**src/rtl/mac_seq_counter.sv**
```systemverilog
// Run-length tap sequencer for the MAC datapath: counts a programmed number of enabled cycles per run.
// Latency: start -> busy/count_out=0 one edge later; done pulses one cycle after the terminal enabled edge.
// Backpressure: count_enb stalls the count cycle-for-cycle; count_reset aborts from any state without done.
//
// Ports:
//   clk_out      sole clock, rising edge
//   rst          synchronous active-high reset
//   start        request a run (sampled in IDLE, and in DONE when auto-restart is built in)
//   length       taps per run, latched at run start; 0 means 2^WIDTH
//   count_enb    advance the tap index while running
//   count_reset  abort: back to IDLE with count_out=0, no done pulse
//   count_out    current tap index
//   busy         high while running
//   last         high while running on the terminal tap (count_out == len_q-1 mod 2^WIDTH)
//   done         one-cycle pulse after the terminal enabled edge
//
// Build option: define MAC_SEQ_AUTO_RESTART_EN to let a start seen in DONE go straight back to RUN.
module mac_seq_counter #(
    parameter int WIDTH = 4
) (
    input  logic             clk_out,
    input  logic             rst,
    input  logic             start,
    input  logic [WIDTH-1:0] length,
    input  logic             count_enb,
    input  logic             count_reset,
    output logic [WIDTH-1:0] count_out,
    output logic             busy,
    output logic             last,
    output logic             done
);

    localparam logic [1:0] ST_IDLE = 2'd0;
    localparam logic [1:0] ST_RUN  = 2'd1;
    localparam logic [1:0] ST_DONE = 2'd2;

    logic [1:0]       state_q;
    logic [1:0]       state_d;
    logic [WIDTH-1:0] len_q;
    logic [WIDTH-1:0] len_d;
    logic [WIDTH-1:0] cnt_d;
    logic [WIDTH-1:0] len_m1;

    // Wraps to all-ones for length 0, which gives the full 2^WIDTH-tap run.
    assign len_m1 = len_q - WIDTH'(1);
    assign last   = (state_q == ST_RUN) && (count_out == len_m1);

    always_comb begin
        state_d = state_q;
        cnt_d   = count_out;
        len_d   = len_q;
        if (count_reset) begin
            state_d = ST_IDLE;
            cnt_d   = '0;
        end else begin
            case (state_q)
                ST_IDLE: begin
                    cnt_d = '0;
                    if (start) begin
                        state_d = ST_RUN;
                        len_d   = length;
                    end
                end
                ST_RUN: begin
                    if (count_enb) begin
                        if (last) begin
                            // Terminal tap: hold len_q-1 on count_out through DONE.
                            state_d = ST_DONE;
                        end else begin
                            cnt_d = count_out + WIDTH'(1);
                        end
                    end
                end
                ST_DONE: begin
                    state_d = ST_IDLE;
                    cnt_d   = '0;
`ifdef MAC_SEQ_AUTO_RESTART_EN
                    if (start) begin
                        state_d = ST_RUN;
                        len_d   = length;
                    end
`endif
                end
                default: begin
                    state_d = ST_IDLE;
                    cnt_d   = '0;
                end
            endcase
        end
    end

    // busy/done are registered copies of the next state so they line up with count_out.
    always_ff @(posedge clk_out) begin
        if (rst) begin
            state_q   <= ST_IDLE;
            count_out <= '0;
            len_q     <= '0;
            busy      <= 1'b0;
            done      <= 1'b0;
        end else begin
            state_q   <= state_d;
            count_out <= cnt_d;
            len_q     <= len_d;
            busy      <= (state_d == ST_RUN);
            done      <= (state_d == ST_DONE);
        end
    end

endmodule
```
**config.mk**
```make
export PLATFORM = sky130hd
export DESIGN_NAME = mac_seq_counter
export DESIGN_NICKNAME = d
export VERILOG_FILES = /design/src/rtl/mac_seq_counter.sv
export SDC_FILE = /design/constraint.sdc
export NUM_CORES = 1
export LEC_CHECK = 0
export BUFFER_PORTS_ARGS = -buffer_cell sky130_fd_sc_hd__buf_4
export CORE_AREA = 2 2 39 41
export CTS_CLUSTER_DIAMETER = 50
export DETAILED_ROUTE_END_ITERATION = 8
export DIE_AREA = 0 0 41 43
export HOLD_SLACK_MARGIN = 0.05
export PLACE_DENSITY = 0.67
export SLEW_MARGIN = 20
export SYNTH_ARGS = -nofsm -noshare
export SYNTH_HDL_FRONTEND = slang
export SYNTH_SLANG_ARGS = --single-unit
```
**constraint.sdc**
```tcl
create_clock -name clk_out -period 3.25 [get_ports clk_out]
set_input_delay 0.1625 -clock clk_out [delete_from_list [all_inputs] [get_ports clk_out]]
set_output_delay 0.1625 -clock clk_out [all_outputs]
set_load 0.05 [all_outputs]
```
==> results of run 1 <==
==> report_power, final <==
group / internal, W / switching (W) / leakage, nW
combinational: 0.0000196 / 0.0000201 / 0.195
sequential: 0.000151 / 0.00000284 / 0.0975
clock: 0.0000428 / 0.0000434 / 0.0138
==> routing by layer <==
metal,GRT usage,vias to the layer above,wire [µm]
met4,0.1000,0,17
met1,0.1824,206,463
met2,0.1813,8,464
li1,-,248,-
met5,0,-,0
met3,0.03141,2,34
==> flip-flops by register name, indices dropped and copies added (netlist names) <==
| register | flops |
|---|---|
| busy | 1 |
| count_out | 4 |
| done | 1 |
| len_q | 4 |
| state_q | 2 |
==> cell usage in the layout (no fill, tap or decap), drive strengths merged <==
| cell type | synthesis | final |
|---|---|---|
| or3 | 3 | 3 |
| a21oi | 4 | 4 |
| xnor2 | 2 | 2 |
| mux2i | 2 | 2 |
| clkbuf | 0 | 3 |
| buf | 0 | 15 |
| nor4b | 1 | 1 |
| nand2 | 2 | 2 |
| xor2 | 3 | 3 |
| nor2 | 10 | 10 |
| inv | 4 | 4 |
| ha | 2 | 2 |
| nand3 | 3 | 3 |
| xnor3 | 1 | 1 |
| dfxtp | 12 | 12 |
| nor3 | 3 | 3 |
| o31ai | 1 | 1 |
| nand2b | 1 | 1 |
| o21ai | 4 | 4 |
| a22o | 2 | 2 |
==> cell families (layout without fill, tap and decap cells) <==
family / after synthesis / after routing / share of synthesized area
AOI/OAI and AO/OA: 11 / 11 / 0.1239
buffers and inverters: 4 / 22 / 0.02654
and+or+nand+nor: 23 / 23 / 0.2279
muxes: 2 / 2 / 0.03540
DFF: 12 / 12 / 0.4248
xor gates and xnor gates: 6 / 6 / 0.1173
adders and majority gates: 2 / 2 / 0.04424
==> cell type report <==
class | count | area, µm² | area share
clock buffer | 3 | 22.52 | 0.03125
tap | 16 | 20.02 | 0.02778
multi-input combinational | 44 | 310.3 | 0.4306
timing repair buffer | 15 | 112.6 | 0.1563
sequential | 12 | 240.2 | 0.3333
inverter | 4 | 15.01 | 0.02083
==> worst min-delay path by stage <==
stage	startpoint	endpoint	slack [ns]	cells after the start
after detailed placement	rst	len_q[3]$_SDFFE_PP0P_	0.39	2
after global placement	rst	len_q[3]$_SDFFE_PP0P_	0.39	2
final	rst	len_q[3]$_SDFFE_PP0P_	0.11	2
after CTS	rst	len_q[1]$_SDFFE_PP0P_	0.10	2
after floorplan	rst	len_q[0]$_SDFFE_PP0P_	0.23	1
after global routing	rst	len_q[1]$_SDFFE_PP0P_	0.11	2
==> stage by stage <==
stage	cell area, µm²	cells	setup slack (ns)
detailed placement	698.2	91	1.570
global placement	698.2	91	1.637
CTS	720.7	94	1.385
floorplan	565.5	60	0.9226
global route	720.7	94	1.304
finish	720.7	94	1.380
==> impl_metrics.env, run 1 <==
export IMPL_report_power_total_w=0.0002800
export IMPL_critical_path_depth=6
export IMPL_drtAntennaViolNets=0
export IMPL_leakagePower_nw=0.3059
export IMPL_finalSetupViolCount=0
export IMPL_grt_pass1_vias=393
export IMPL_synth_most_common_cell="dfxtp_1"
export IMPL_critPathSlowestCell="dfxtp_1"
export IMPL_clkSlewWorstSetupHoldPaths_ns=0.07
export IMPL_antenna_found_initial=0
export IMPL_finalNetCount=91
export IMPL_yosysSeqAreaShare=0.4248
export IMPL_areaGrowthSynthToFinish_pct=27.43
export IMPL_die_x_um=41
export IMPL_ys_top_cells_by_area="dfxtp_1, nor2_1, xor2_1"
export IMPL_reg2regPathDepth=7
export IMPL_drv_cap=0
export IMPL_coreArea_um2=1384
export IMPL_post_cts_buffers=0
export IMPL_utilization=0.5208
export IMPL_rsz0062_at_grt="no"
export IMPL_num_fill_cells=133
export IMPL_critical_path_top_delay_family="flip-flops"
export IMPL_post_dp_hpwl_um=789.9
export IMPL_grt_pass1_wl_mm=1.566
export IMPL_fin_setup_tns_ns=0
export IMPL_synth_avg_cell_area_um2=9.426
export IMPL_ir_worst_vdd_mv=0.2543
export IMPL_rr_startpoint="len_q[0]$_SDFFE_PP0P_"
export IMPL_layout_drive_gt1_share=0.2692
export IMPL_cts_num_sinks=12
export IMPL_drt_wl_total_um=979
export IMPL_worstSetupStartpoint="len_q[0]$_SDFFE_PP0P_"
export IMPL_yosysWarningCount=0
export IMPL_avgRoutedWirePerCell_um=10.41
export IMPL_cp_arrival_ns=1.71
export IMPL_gp_congestion=0.7580
export IMPL_min_period_ns=1.870
export IMPL_critical_path_class="reg -> out"
export IMPL_ctsHoldBuffers=0
export IMPL_clk_latency_ns=0.26
export IMPL_numCtsBuffers=3
export IMPL_fin_crit_sh=0.5755
export IMPL_cp_max_fo=4
export IMPL_yosys_top_cells_count="dfxtp_1, nor2_1, a21oi_1, inv_1"
export IMPL_status="finished clean"
export IMPL_ctsResizeCount=0
export IMPL_critPathLaunchType="flip-flop"
export IMPL_cts_path_max_buffers=2
export IMPL_synth_flop_cell="dfxtp_1"
export IMPL_syn_nets=71
export IMPL_slowest_delay_ns=0.36
export IMPL_yosysTopAreaCellShare=0.4248
export IMPL_critical_path_buf_inv_count=2
export IMPL_synth_area_um2=565.5
export IMPL_numPortBuffers=15
export IMPL_tightest_slew_ns=0.5165
export IMPL_r2r_setup_slack_ns=1.56
export IMPL_max_slew_margin=0.6542
export IMPL_rows=14
export IMPL_maxSlewViolCount=0
export IMPL_drt_iter0_drc=7
export IMPL_num_io_pins=16
export IMPL_crit_end="last"
export IMPL_vias_per_cell=4.936
export IMPL_die_height_um=43
export IMPL_dieArea_um2=1763
export IMPL_synthCells=60
export IMPL_htreeDepth=1
export IMPL_vias=464
export IMPL_initial_utilization=0.4087
export IMPL_num_antenna_cells=0
export IMPL_grt_ovfl_total=0
export IMPL_first_pass_iters=6
export IMPL_synth_edf_count=0
export IMPL_async_reset_ff_frac=0
export IMPL_hold_class="in -> reg"
export IMPL_cts_tree="yes"
export IMPL_p_per_area_nw_per_um2=388.5
export IMPL_synth_top_cell_by_area="dfxtp_1"
export IMPL_finalClockSkew_ns=0.001154
export IMPL_grt_max_degree=9
export IMPL_drc=0
export IMPL_track_usage=0.1361
export IMPL_r2r_end="count_out[2]$_SDFFE_PP0P_"
export IMPL_crit_path_end_kind="output pin"
export IMPL_ys_ff_latch=12
export IMPL_crit_path_cell_trace="inv_1 > ha_1 > xor2_1 > nand3_2 > nor3_1 > buf_4"
export IMPL_required_ns=3.09
export IMPL_max_freq_ghz=0.5347
export IMPL_whs_ns=0.1139
export IMPL_hold_violations=0
export IMPL_cts_root_buf="clkbuf_4"
export IMPL_ys_types=20
No activity file was read; power rests on OpenSTA's default activity.
==> run 2, diff against run 1 <==
--- a/config.mk
+++ b/config.mk
@@ -5,13 +5,14 @@
 export SDC_FILE = /design/constraint.sdc
 export NUM_CORES = 1
 export LEC_CHECK = 0
+export ABC_AREA = 1
 export BUFFER_PORTS_ARGS = -buffer_cell sky130_fd_sc_hd__buf_4
 export CORE_AREA = 2 2 39 41
 export CTS_CLUSTER_DIAMETER = 50
 export DETAILED_ROUTE_END_ITERATION = 8
 export DIE_AREA = 0 0 41 43
 export HOLD_SLACK_MARGIN = 0.05
-export PLACE_DENSITY = 0.67
+export PLACE_DENSITY = 0.7
 export SLEW_MARGIN = 20
 export SYNTH_ARGS = -nofsm -noshare
 export SYNTH_HDL_FRONTEND = slang
==> constraint.sdc (replaced) <==
create_clock -name clk_out -period 1.81 [get_ports clk_out]
set_input_delay 0.0905 -clock clk_out [delete_from_list [all_inputs] [get_ports clk_out]]
set_output_delay 0.0905 -clock clk_out [all_outputs]
set_load 0.05 [all_outputs]
==> run 2 against run 1 <==
Clock power grew 83%. Total power grew 89%. Global-route usage is 3.9 points higher. Sequential cell count did not move. Die area is the same. Critical path depth rose by 4. Worst hold slack worse by 0.018 ns. Combinational power increased by 130%. Utilization up 5.8 points. Via count rose by 21%. Largest power group unchanged.
==> impl_metrics.env, run 2 <==
export IMPL_status="finished clean"
export IMPL_multiInputGateArea_um2=324.1
export IMPL_num_io_pins=16
export IMPL_min_period_ns=1.685
export IMPL_drt_wl_total_mm=1.208
export IMPL_drtAntennaViolNets=0
export IMPL_dieArea_um2=1763
export IMPL_drt_iter0_drc=5
export IMPL_numCtsBuffers=3
export IMPL_synth_area_um2=600.6
export IMPL_report_power_total_w=0.0005282
export IMPL_synth_top_cell_by_area="dfxtp_1"
export IMPL_final_cell_area_um2=800.8
export IMPL_grt_max_degree=10
export IMPL_htreeDepth=1
export IMPL_slowest_delay_ns=0.34
export IMPL_die_height_um=43
export IMPL_vias_per_cell=4.754
export IMPL_async_reset_ff_frac=0
export IMPL_clkSlewWorstSetupHoldPaths_ns=0.07
export IMPL_crit_path_end_kind="output pin"
export IMPL_regArea_um2=241.5
export IMPL_avgRoutedWirePerCell_um=10.24
export IMPL_worst_hold_startpoint="length[1]"
export IMPL_antenna_found_initial=0
export IMPL_ys_top_cells_by_area="dfxtp_1, nand2_1, nand3_1"
export IMPL_post_dp_hpwl_um=927.9
export IMPL_final_cell_mix="nand2_1, buf_4, dfxtp_1, inv_1, nand3_1"
export IMPL_finalClockSkew_ns=0.003350
export IMPL_cp_arrival_ns=1.59
export IMPL_reg_top3="count_out: 4 flops, len_q: 4 flops, state_q: 2 flops"
export IMPL_rr_startpoint="len_q[0]$_SDFFE_PP0P_"
export IMPL_cts_tree="yes"
export IMPL_num_fill_cells=142
export IMPL_vias=561
export IMPL_gp_congestion=0.7362
export IMPL_critPathSlowestCell="dfxtp_2"
export IMPL_critical_path_class="reg -> out"
export IMPL_drv_cap=0
export IMPL_maxSlewViolCount=0
export IMPL_tightest_slew_ns=0.3316
export IMPL_critPathLaunchType="flip-flop"
export IMPL_dpl_cell_area_um2=733.2
export IMPL_clk_latency_ns=0.27
export IMPL_cp_max_fo=3
export IMPL_ir_worst_vdd_mv=0.3810
export IMPL_grt_pass1_vias=506
export IMPL_initial_utilization=0.4340
export IMPL_hold_violations=0
export IMPL_drc=0
export IMPL_die_x_um=41
export IMPL_grt_pass1_wl_mm=2.007
export IMPL_first_pass_iters=4
export IMPL_rsz0062_at_grt="no"
export IMPL_numPortBuffers=15
export IMPL_max_slew_margin=0.7781
export IMPL_finalNetCount=115
export IMPL_required_ns=1.72
export IMPL_layout_drive_gt1_share=0.2647
export IMPL_synth_most_common_cell="nand2_1"
export IMPL_track_usage=0.1754
export IMPL_utilization=0.5787
export IMPL_synth_edf_count=0
export IMPL_dp_cells=112
export IMPL_crit_path_cell_trace="inv_2 > ha_4 > nand2_1 > inv_1 > nor2_1 > nand2_1 > nor2_4 > nand3_4 > inv_2 > buf_6"
export IMPL_rows=14
export IMPL_ys_ff_latch=12
export IMPL_ys_types=14
export IMPL_fin_setup_tns_ns=0
export IMPL_p_per_area_nw_per_um2=659.6
export IMPL_finalSetupViolCount=0
export IMPL_synthCells=81
export IMPL_num_antenna_cells=0
export IMPL_synth_avg_cell_area_um2=7.415
export IMPL_leakagePower_nw=0.3763
export IMPL_max_freq_ghz=0.5934
export IMPL_yosys_top_cells_count="nand2_1, inv_1, dfxtp_1"
export IMPL_cts_num_sinks=12
export IMPL_grt_ovfl_total=0
export IMPL_fin_cells=118
export IMPL_worstSetupStartpoint="len_q[0]$_SDFFE_PP0P_"
export IMPL_yosysTopAreaCellShare=0.4000
export IMPL_cts_root_buf="clkbuf_4"
export IMPL_cts_path_max_buffers=2
export IMPL_yosysSeqAreaShare=0.4000
export IMPL_hold_class="in -> reg"
export IMPL_fin_crit_sh=0.9310
export IMPL_coreArea_um2=1384
export IMPL_areaGrowthSynthToFinish_pct=33.33
export IMPL_syn_nets=92
export IMPL_synth_flop_cell="dfxtp_1"
export IMPL_yosysWarningCount=0
-- run 2: cell families (layout without fill, tap and decap cells) --
| logic type | count (synthesis) | after routing | share of synthesized area |
|---|---|---|---|
| AO/OA/AOI/OAI | 13 | 13 | 0.1083 |
| XOR/XNOR | 5 | 5 | 0.07293 |
| adder cells (fa/ha/maj) | 2 | 2 | 0.04166 |
| buffers and inverters | 13 | 34 | 0.08126 |
| flip-flops | 12 | 12 | 0.4000 |
| AND/OR/NAND/NOR | 36 | 36 | 0.2958 |
-- run 2: per-stage QoR --
| step | hold slack, ns | worst slack [ns] |
|---|---|---|
| final | 0.09569 | 0.1249 |
| after detailed placement | 0.2676 | 0.2358 |
| after CTS | 0.08882 | 0.02734 |
| after global routing | 0.1397 | 0.01542 |
| after floorplan | 0.1596 | 0.1765 |
| after global placement | 0.2638 | 0.2599 |
-- run 2: routing by layer --
| layer | vias up | global-route usage | share of wire |
|---|---|---|---|
| met4 | 0 | 0.1000 | 0.030 |
| met1 | 245 | 0.1792 | 0.43 |
| met3 | 5 | 0.07853 | 0.041 |
| met5 | - | 0 | 0 |
| met2 | 9 | 0.2781 | 0.50 |
| li1 | 302 | - | - |
-- run 2: path summary, 6_finish.rpt --
path	depth (start not counted)	slack, ns	to
setup / recovery	10	0.12	last
hold reg to reg	2	0.49	len_q[1]$_SDFFE_PP0P_
hold / removal	3	0.1	len_q[1]$_SDFFE_PP0P_
setup reg to reg	12	0.22	count_out[1]$_SDFFE_PP0P_
-- run 2: power by group --
group	internal [W]	switching, W	leakage, nW
clock	0.0000770	0.0000805	0.0138
combinational	0.0000395	0.0000521	0.264
sequential	0.000273	0.00000562	0.0981
total	0.000390	0.000138	0.376
-- run 2: layout make-up --
cell class | instances | area share
multi-input combinational | 56 | 0.4047
sequential | 12 | 0.3016
timing repair buffer | 18 | 0.1797
inverter | 13 | 0.06094
clock buffer | 3 | 0.02812
tap | 16 | 0.02500
-- run 2: repair_timing --
action | CTS | global route
setup buffers | 1 | 0
resized for setup | 1 | 5
hold endpoints to repair | 3 | 0
hold buffers | 2 | 0
pin swaps | 1 | 1
setup endpoints to repair | 1 | 1
-- run 2: worst max-delay path, delay by kind of cell, from the launching register on --
family | cells | cell delay (ns)
buf+inv | 4 | 0.32
fa+ha+maj | 1 | 0.23
flops | 1 | 0.34
simple gates | 5 | 0.43
==> run 3, diff against run 2 <==
--- a/config.mk
+++ b/config.mk
@@ -13,6 +13,7 @@
 export DIE_AREA = 0 0 41 43
 export HOLD_SLACK_MARGIN = 0.05
 export PLACE_DENSITY = 0.7
+export SKIP_CTS_REPAIR_TIMING = 1
 export SLEW_MARGIN = 20
 export SYNTH_ARGS = -nofsm -noshare
 export SYNTH_HDL_FRONTEND = slang
==> constraint.sdc (replaced) <==
create_clock -name clk_out -period 2 [get_ports clk_out]
set_input_delay 0.1 -clock clk_out [delete_from_list [all_inputs] [get_ports clk_out]]
set_output_delay 0.1 -clock clk_out [all_outputs]
set_load 0.05 [all_outputs]
==> run 3 against run 2 <==
Final area shrank 3.9%. Sequential cell count did not move. Total power down 10%. Critical endpoint unchanged.
==> impl_metrics.env, run 3 (synthesis gave the netlist of run 2 again) <==
export IMPL_r2r_setup_slack_ns=0.40
export IMPL_vias=545
export IMPL_first_pass_iters=3
export IMPL_rsz0062_at_grt="no"
export IMPL_critPathLaunchType="flip-flop"
export IMPL_final_cell_mix="nand2_1, buf_4, inv_1, dfxtp_1, nand3_1"
export IMPL_reg2regPathDepth=11
export IMPL_num_fill_cells=144
export IMPL_min_to="len_q[3]$_SDFFE_PP0P_"
export IMPL_top_layer_used="met4"
export IMPL_ir_worst_vdd_mv=0.4015
export IMPL_cp_max_fo=6
export IMPL_drtAntennaViolNets=0
export IMPL_whs_ns=0.05080
export IMPL_die_height_um=43
export IMPL_post_dp_hpwl_um=912.1
export IMPL_max_slew_margin=0.7741
export IMPL_fin_cells=116
export IMPL_die_x_um=41
export IMPL_numPortBuffers=15
export IMPL_coreArea_um2=1384
export IMPL_hold_violations=0
export IMPL_min_period_ns=1.869
export IMPL_cts_num_sinks=12
export IMPL_cts_tree="yes"
export IMPL_status="finished clean"
export IMPL_multiInputGateArea_um2=311.5
export IMPL_p_per_area_nw_per_um2=617.6
export IMPL_cp_arrival_ns=1.77
export IMPL_fin_setup_tns_ns=0
export IMPL_hold_depth=3
export IMPL_avgRoutedWirePerCell_um=9.526
export IMPL_report_power_total_w=0.0004752
export IMPL_track_usage=0.1542
export IMPL_cts_root_buf="clkbuf_4"
export IMPL_finalNetCount=113
export IMPL_drv_cap=0
export IMPL_num_antenna_cells=0
export IMPL_initial_utilization=0.4340
export IMPL_reg_top3="count_out: 4 flops, len_q: 4 flops, state_q: 2 flops"
export IMPL_grt_max_degree=10
export IMPL_finalClockSkew_ns=0.003354
export IMPL_num_io_pins=16
export IMPL_areaGrowthSynthToFinish_pct=28.13
export IMPL_rr_startpoint="len_q[0]$_SDFFE_PP0P_"
export IMPL_rows=14
export IMPL_clk_latency_ns=0.27
export IMPL_worst_hold_startpoint="length[3]"
export IMPL_regArea_um2=240.2
export IMPL_crit_path_end_kind="output pin"
export IMPL_cts_path_max_buffers=2
export IMPL_grt_pass1_vias=479
export IMPL_max_freq_ghz=0.5351
export IMPL_vias_per_cell=4.698
export IMPL_critical_path_class="reg -> out"
export IMPL_drc=0
export IMPL_grt_pass1_wl_mm=1.842
export IMPL_clkSlewWorstSetupHoldPaths_ns=0.07
export IMPL_dr_wl_met3_um=32
export IMPL_htreeDepth=1
export IMPL_drt_wl_total_mm=1.105
export IMPL_finalSetupViolCount=0
export IMPL_grt_ovfl_total=0
export IMPL_wl_met1_um=517
export IMPL_r2r_end="count_out[1]$_SDFFE_PP0P_"
export IMPL_wl_met2_um=540
export IMPL_layout_commonest_cell="nand2_1"
export IMPL_dp_cells=112
export IMPL_hold_class="in -> reg"
export IMPL_drt_iter0_drc=6
export IMPL_numCtsBuffers=3
export IMPL_required_ns=1.90
export IMPL_utilization=0.5561
export IMPL_maxSlewViolCount=0
export IMPL_dieArea_um2=1763
export IMPL_leakagePower_nw=0.3691
export IMPL_fin_crit_sh=0.9344
export IMPL_layout_drive_gt1_share=0.2100
export IMPL_tightest_slew_ns=0.3376
export IMPL_gp_congestion=0.7317
export IMPL_antenna_found_initial=0
[run 3: metal layers]
layer  GRT usage  vias up
met5           0        -
met4     0.08000        0
met3     0.03141        2
met2      0.2344        9
met1      0.1954      237
li1            -      297
[run 3: area by class of cell]
type	instances	area share
sequential	12	0.3122
tap	16	0.02602
clock buffer	3	0.02927
timing repair buffer	16	0.1642
multi-input combinational	56	0.4049
inverter	13	0.06341
[run 3: power breakdown]
group	switching (W)	internal, W
clock	0.0000767	0.0000697
sequential	0.00000470	0.000247
combinational	0.0000452	0.0000319
[run 3: worst max-delay path, cell delays in order, from the launching register on]
cell and delay (ns):
dfxtp_1 0.35, inv_1 0.07, ha_1 0.31, nand2_1 0.08, inv_1 0.04, nor2_1 0.07, nand2_1 0.09, nor2_4 0.14
nand3_4 0.11, inv_1 0.09, buf_6 0.15
[run 3: how the worst max path moves through the flow]
| stage | startpoint | end | slack (ns) |
|---|---|---|---|
| 6_report | len_q[0]$_SDFFE_PP0P_ | last | 0.13 |
| 5_1_grt | len_q[0]$_SDFFE_PP0P_ | last | 0.007 |
| 4_1_cts | len_q[0]$_SDFFE_PP0P_ | last | 0.08 |
| 3_5_place_dp | len_q[0]$_SDFFE_PP0P_ | last | 0.39 |
| 3_3_place_gp | len_q[0]$_SDFFE_PP0P_ | last | 0.45 |
| 2_1_floorplan | count_out[0]$_SDFFE_PP0P_ | last | 0.36 |
[run 3: stage by stage]
| stage | area (µm²) | setup WS (ns) |
|---|---|---|
| 5_1_grt | 769.5 | 0.007207 |
| 6_report | 769.5 | 0.1311 |
| 4_1_cts | 755.7 | 0.08455 |
| 3_5_place_dp | 733.2 | 0.3859 |
| 2_1_floorplan | 600.6 | 0.3570 |
| 3_3_place_gp | 733.2 | 0.4472 |
